[src/rtl/channel_refresh_scheduler.sv]
// Per-channel DDR4 refresh scheduler: per-rank tREFI/debt tracking, rank fencing, PREA+REF issue.
// Optional feature macro: REFRESH_STAGGER_EN spreads the per-rank tREFI expiries after reset.
module channel_refresh_scheduler #(
  parameter int unsigned NUMRANK = 4,
  parameter int unsigned TREFI   = 7800,
  parameter int unsigned TRP     = 16,
  parameter int unsigned TRFC    = 256,
  parameter int unsigned URGENT  = 4,
  parameter int unsigned MAXDEBT = 8,
  localparam int unsigned RW     = (NUMRANK > 1) ? $clog2(NUMRANK) : 1
) (
  input  logic               clk,
  input  logic               rst_n,
  input  logic               refresh_en,
  input  logic [NUMRANK-1:0] rank_busy,
  output logic [NUMRANK-1:0] ref_fence,
  output logic               cmd_valid,
  input  logic               cmd_ready,
  output logic [1:0]         cmd_op,
  output logic [RW-1:0]      cmd_rank,
  output logic [NUMRANK-1:0] ref_active,
  output logic               ref_overflow
);

  localparam int unsigned CW   = (TREFI > 1) ? $clog2(TREFI) : 1;
  localparam int unsigned DW   = $clog2(MAXDEBT + 1);
  localparam int unsigned TMAX = (TRP > TRFC) ? TRP : TRFC;
  localparam int unsigned WW   = (TMAX > 1) ? $clog2(TMAX) : 1;
`ifdef REFRESH_STAGGER_EN
  localparam int unsigned STAGGER = TREFI / NUMRANK;
`else
  localparam int unsigned STAGGER = 0;
`endif

  typedef enum logic [2:0] {StIdle, StPre, StWaitRp, StRef, StWaitRfc} state_e;

  state_e             state_q, state_d;
  logic [RW-1:0]      rank_q, rank_d, ptr_q, ptr_d, sel, cmd_rank_d;
  logic [WW-1:0]      wait_q, wait_d;
  logic [CW-1:0]      refi_q [NUMRANK];
  logic [CW-1:0]      refi_d [NUMRANK];
  logic [DW-1:0]      debt_q [NUMRANK];
  logic [DW-1:0]      debt_d [NUMRANK];
  logic [NUMRANK-1:0] expire, eligible, fence_d, active_d;
  logic               sel_found, ref_dec, valid_d, ovf_d;
  logic [1:0]         op_d;

  always_comb begin
    for (int r = 0; r < NUMRANK; r++) begin
      expire[r] = refresh_en && (refi_q[r] == '0);
      refi_d[r] = refi_q[r];
      if (refresh_en) refi_d[r] = expire[r] ? CW'(TREFI - 1) : refi_q[r] - CW'(1);
      eligible[r] = (debt_q[r] != '0) && (!rank_busy[r] || (debt_q[r] >= DW'(URGENT)));
    end
  end

  // Scan downwards so the eligible rank closest after the pointer wins.
  always_comb begin : p_rr
    logic [RW-1:0] idx;
    idx       = '0;
    sel_found = 1'b0;
    sel       = ptr_q;
    for (int i = NUMRANK - 1; i >= 0; i--) begin
      idx = RW'((int'(ptr_q) + i) % NUMRANK);
      if (eligible[idx]) begin
        sel_found = 1'b1;
        sel       = idx;
      end
    end
  end

  always_comb begin
    state_d = state_q;
    rank_d  = rank_q;
    ptr_d   = ptr_q;
    wait_d  = wait_q;
    valid_d = cmd_valid;
    ref_dec = 1'b0;
    case (state_q)
      StIdle: begin
        if (refresh_en && sel_found) begin
          state_d = StPre;
          rank_d  = sel;
          valid_d = !rank_busy[sel];
          ptr_d   = (int'(sel) == NUMRANK - 1) ? '0 : sel + RW'(1);
        end
      end
      StPre: begin
        if (cmd_valid) begin
          if (cmd_ready) begin
            valid_d = 1'b0;
            wait_d  = WW'(TRP - 1);
            state_d = StWaitRp;
          end
        end else if (!rank_busy[rank_q]) begin
          valid_d = 1'b1;
        end
      end
      StWaitRp: begin
        if (wait_q == '0) begin
          state_d = StRef;
          valid_d = 1'b1;
        end else begin
          wait_d = wait_q - WW'(1);
        end
      end
      StRef: begin
        if (cmd_valid && cmd_ready) begin
          valid_d = 1'b0;
          ref_dec = 1'b1;
          wait_d  = WW'(TRFC - 1);
          state_d = StWaitRfc;
        end
      end
      StWaitRfc: begin
        if (wait_q == '0) state_d = StIdle;
        else              wait_d  = wait_q - WW'(1);
      end
      default: state_d = StIdle;
    endcase

    op_d       = 2'b00;
    cmd_rank_d = '0;
    if (valid_d) begin
      op_d       = (state_d == StRef) ? 2'b10 : 2'b01;
      cmd_rank_d = rank_d;
    end
  end

  // A same-cycle expiry and REF decrement on one rank cancel out.
  always_comb begin : p_debt
    logic dec;
    dec   = 1'b0;
    ovf_d = ref_overflow;
    for (int r = 0; r < NUMRANK; r++) begin
      dec       = ref_dec && (int'(rank_q) == r);
      debt_d[r] = debt_q[r];
      if (expire[r] && !dec) begin
        if (debt_q[r] == DW'(MAXDEBT)) ovf_d     = 1'b1;
        else                           debt_d[r] = debt_q[r] + DW'(1);
      end else if (dec && !expire[r]) begin
        debt_d[r] = debt_q[r] - DW'(1);
      end
      fence_d[r]  = (debt_d[r] >= DW'(URGENT)) ||
                    ((state_d != StIdle) && (int'(rank_d) == r));
      active_d[r] = (state_d inside {StWaitRp, StRef, StWaitRfc}) && (int'(rank_d) == r);
    end
  end

  always_ff @(posedge clk or negedge rst_n) begin
    if (!rst_n) begin
      state_q      <= StIdle;
      rank_q       <= '0;
      ptr_q        <= '0;
      wait_q       <= '0;
      cmd_valid    <= 1'b0;
      cmd_op       <= 2'b00;
      cmd_rank     <= '0;
      ref_fence    <= '0;
      ref_active   <= '0;
      ref_overflow <= 1'b0;
      for (int r = 0; r < NUMRANK; r++) begin
        refi_q[r] <= CW'(TREFI - 1 - r * STAGGER);
        debt_q[r] <= '0;
      end
    end else begin
      state_q      <= state_d;
      rank_q       <= rank_d;
      ptr_q        <= ptr_d;
      wait_q       <= wait_d;
      cmd_valid    <= valid_d;
      cmd_op       <= op_d;
      cmd_rank     <= cmd_rank_d;
      ref_fence    <= fence_d;
      ref_active   <= active_d;
      ref_overflow <= ovf_d;
      for (int r = 0; r < NUMRANK; r++) begin
        refi_q[r] <= refi_d[r];
        debt_q[r] <= debt_d[r];
      end
    end
  end

endmodule

[config.mk]
export PLATFORM = sky130hd
export DESIGN_NAME = channel_refresh_scheduler
export DESIGN_NICKNAME = d
export VERILOG_FILES = /design/src/rtl/channel_refresh_scheduler.sv
export SDC_FILE = /design/constraint.sdc
export NUM_CORES = 1
export LEC_CHECK = 0
export CAP_MARGIN = 20
export CELL_PAD_IN_SITES_DETAIL_PLACEMENT = 1
export CELL_PAD_IN_SITES_GLOBAL_PLACEMENT = 2
export CORE_MARGIN = 3
export CORE_UTILIZATION = 39
export CTS_BUF_LIST = sky130_fd_sc_hd__clkbuf_16
export DETAILED_ROUTE_END_ITERATION = 12
export GPL_TIMING_DRIVEN = 1
export PLACE_DENSITY_LB_ADDON = 0.08
export SLEW_MARGIN = 20
export SYNTH_ARGS = -nofsm -noshare
export SYNTH_HDL_FRONTEND = slang
export SYNTH_SLANG_ARGS = --single-unit
[constraint.sdc]
create_clock -name clk -period 2.86 [get_ports clk]
set_clock_uncertainty 0.05 [all_clocks]
set_input_delay 0.572 -clock clk [delete_from_list [all_inputs] [get_ports clk]]
set_output_delay 0.572 -clock clk [all_outputs]
set_load 0.01 [all_outputs]
# Word level (Yosys, flattened, before mapping)
# Index checks and enable logic that the tools add are counted.
[word_totals]
regBits = 97
latch_bits = 0
ramBits = 0
romBits = 0
memories = 0
[classes]
n_addsub = 17
mul = 0
n_div = 0
n_lt_le_gt_ge = 14
eq_ne = 22
n_shift = 0
n_mux = 71
bitwise_logic = 0
reduce_logical = 69
[op_table]
columns = ["op", "count"]
rows = [
  ["$logic_not 13->1", 4],
  ["$mux 13", 4],
  ["$sub 13x1->13 const B", 4],
  ["$mux 4", 12],
  ["$ge 4x3->1 const B", 8],
  ["$mux 8", 4],
  ["$logic_and 1x1->1", 30],
  ["$mux 1", 26],
  ["$pmux 8 s3", 1],
  ["$mux 2", 10],
  ["$lt 2x3->1 const B", 6],
  ["$mux 3", 6],
  ["$add 4x1->4 const B", 4],
  ["$eq 4x4->1 const B", 4],
  ["$reduce_bool 4->1", 4],
  ["$sub 4x1->4 const B", 4],
  ["$pmux 3 s5", 1],
  ["$logic_not 1->1", 13],
  ["$bmux 1 s2", 6],
  ["$eq 3x2->1 const B", 4],
  ["$eq 2x2->1 const B", 5],
  ["$reduce_bool 3->1", 3],
  ["$logic_not 8->1", 1],
  ["$logic_or 1x1->1", 8],
  ["13 further kinds", 21],
]

# Depth between registers and ports, before layout
[logic_depth]
depth_word = 15
mapped_depth = 9

# Worst setup path after synthesis
# OpenSTA, ideal clock, no wires.
[synth_path]
path_kind = "input to register"
startpoint = "input port refresh_en"
endpoint = "register ref_fence[2]"
setup_ns = 0.124
t_arrival_ns = 2.358
t_required_ns = 2.686
path_slack_ns = 0.328
path_stages = 7
path_buffers = 1
cell_sequence = "or4b_1 -> or3_1 -> buf_2 -> nor3_4 -> a22oi_2 -> mux2_4 -> a211o_1"
[synth_rtl]
columns = ["item", "line", "text"]
rows = [
  ["from (decl)", "14", "input logic refresh_en,"],
  ["to (signal assigned)", "174", "ref_fence <= fence_d;"],
  ["to (decl)", "16", "output logic [NUMRANK-1:0] ref_fence,"],
]

==> run metrics <==
cells after synthesis 526; Starting Density between 40% and 50%; post-layout util 48.87%; peak supply drop 0.5285 mV; DR vias 4211; DRT Wirelength between 10000 and 15000 um; die width 120.8 um; Async SR Flop Fraction 100.0%; WL per Instance 16.41 um; Synth Warn # 0; total power 6.465 mW; Avg Vias per Cell 5.399; clock sinks 97; pre-CTS setup slack -250.6 ps; RSZ-0062 raised after global routing false; kind of cell adding the most delay to the critical path simple AND/OR/NAND/NOR gates; root buffer selected by CTS clkbuf_16; Bufs on Longest Clock Path 2; # DRC 0; total die area 14590 um2; top cell type by total area after synthesis dfrtp_1; Min Clock Period, post-route between 2000 and 3000 ps; TritonRoute pass-1 iters 4; RePlAce Congestion approximately 0.9; Final Max Tran Viols 0; CTS H-Tree Depth 3; clock slew at reported path FFs 70 ps; GRT Total Usage a little under a fifth; Area growth, synth to finish 21.45%; Crit Path Category primary input to flop; sequential share of the synthesized area 48.20%; Site Rows 41; Leak 2.689 nW; largest net degree at the start of global routing 49; worst-margin pin slew about 650 ps; CTS Buf Count 9; Peak Freq between 300 and 400 MHz; Synth top cells by count dfrtp_1 (57), nor2_1 (54), dfstp_2 (40), nand2_1 (39), inv_1 (30); DR iter-0 viols 149; Worst path depth 7; CTS tree done; Port Buffers 21; Ports 22; Max Cap Viol 0; CORE AREA around 13000 um2; Slew HR 56.40%; Routed Antenna Nets 0; # diodes 0; layout cell share with drive strength beyond 1 21.71%; hpwl dp approximately 9600 um; final-report setup violation count 0; WP buf/inv 1; Post-synth EDFFs 0; CTS Hold Bufs 0; Syn Std Cell Area 5140 um2; Chip Height around 120 um; crit path cell chain clkdlybuf4s50_1 -> or4b_1 -> or3_1 -> nor3_4 -> a22oi_2 -> mux2_4 -> a211o_1; Hold Path Class primary input to async pin; worst reg2reg path depth 8; final cell count without fillers just under 800; fin crit share roughly 96%; Startpoint Class primary input; syn_nets 547; Final WS setup 106.5 ps; Synth cell types between 50 and 60; worst skew pair latency around 350 ps; syn avg cell area approximately 9.8 um2; grt total ovfl 0; CP max FO 4; CP max stage cell clkdlybuf4s50_1; Arr. time, crit path 2940 ps; top cells by area, synth dfrtp_1 (28%), dfstp_2 (20%), xnor2_1 (4.3%); pwr dens 1036 nW/um2; vias in the first global route 4557; initial antenna violation count 0; top-count cell post-synth dfrtp_1; predominant post-synthesis flop cell dfrtp_1; Hold Violations, Final 0; flop and latch count out of synthesis 97; share of the synthesized area in the top cell type 27.75%; hold slack 183.4 ps; Nets about 620; Largest stage delay, worst path around 500 ps; critical path data required time just over 3000 ps; first-pass GRT wire length 22330 um; placed cells 764; status complete, no violations; Worst setup EP type flop
==> where the power goes <==
group	switching (mW)	leakage, nW	total, mW	internal, mW
Combinational	1.32	1.43	2.55	1.23
Sequential	0.687	1.13	2.83	2.15
Clock	0.510	0.134	1.08	0.574
Total	2.51	2.69	6.47	3.95
==> layout by cell type, fill, tap and decap left out, types with 20 or more instances in the layout <==
cell type,count
buf_4,57
clkdlybuf4s50_1,20
dfrtp_1,57
dfstp_2,40
inv_1,32
nand2_1,39
nor2_1,54
o21ai_0,27
xnor2_1,25
xor2_1,21
==> final cells by class <==
type	instances	area, um2
tap	172	215.2
clock inverter	7	32.53
clock buffer	9	225.2
sequential	97	2477
fill	1449	6531
multi-input combinational	387	2531
inverter	30	112.6
timing repair buffer	78	648.1
==> through the flow <==
step / TNS, ps / area (um2)
final: 0 / 6242
after global routing: 0 / 6242
after CTS: 0 / 6215
after detailed placement: -1104 / 5957
after global placement: -572.1 / 5957
after floorplan: 0 / 5140
==> layer usage <==
layer	vias to the layer above	global-route usage (%)	routed length [um]
met3	12	4.303	310
li1	2045	-	-
met5	-	0	0
met4	0	5.878	163
met1	2113	25.63	6245
met2	41	30.95	6078
==> worst paths after layout <==
path / endpoint / slack [ps] / start
worst min register to register: refi_q[51] / 450 / refi_q[51]
min in group clk: refi_q[51] / 450 / refi_q[51]
worst max register to register: ref_fence[2] / 180 / wait_q[0]
worst max-delay path: ref_fence[2] / 110 / refresh_en
worst min-delay path: refi_q[21] / 180 / rst_n
max in group asynchronous: refi_q[41] / 1830 / rst_n
==> state kept, by name (all words and copies together), names as in the netlist <==
name and count:
refi_q 52, debt_q 16, wait_q 8, ref_active 4
ref_fence 4, state_q 3, cmd_op 2, cmd_rank 2
ptr_q 2, rank_q 2, cmd_valid 1, ref_overflow 1
==> what timing repair did <==
action | 4_1_cts | 5_1_grt
buffers inserted | 0 | 0
resized for setup | 0 | 5
endpoints found under the setup margin | 0 | 7
==> kinds of logic after synthesis <==
family	after synthesis	synth area share, %
and+or+nand+nor	213	22.42
AOI/OAI and AO/OA	109	13.75
DFF	97	48.20
xor gates and xnor gates	46	7.838
buffers and inverters	42	3.091
adders and majority gates	13	3.165
muxes	6	1.533
(Power assumes the default switching activity.)
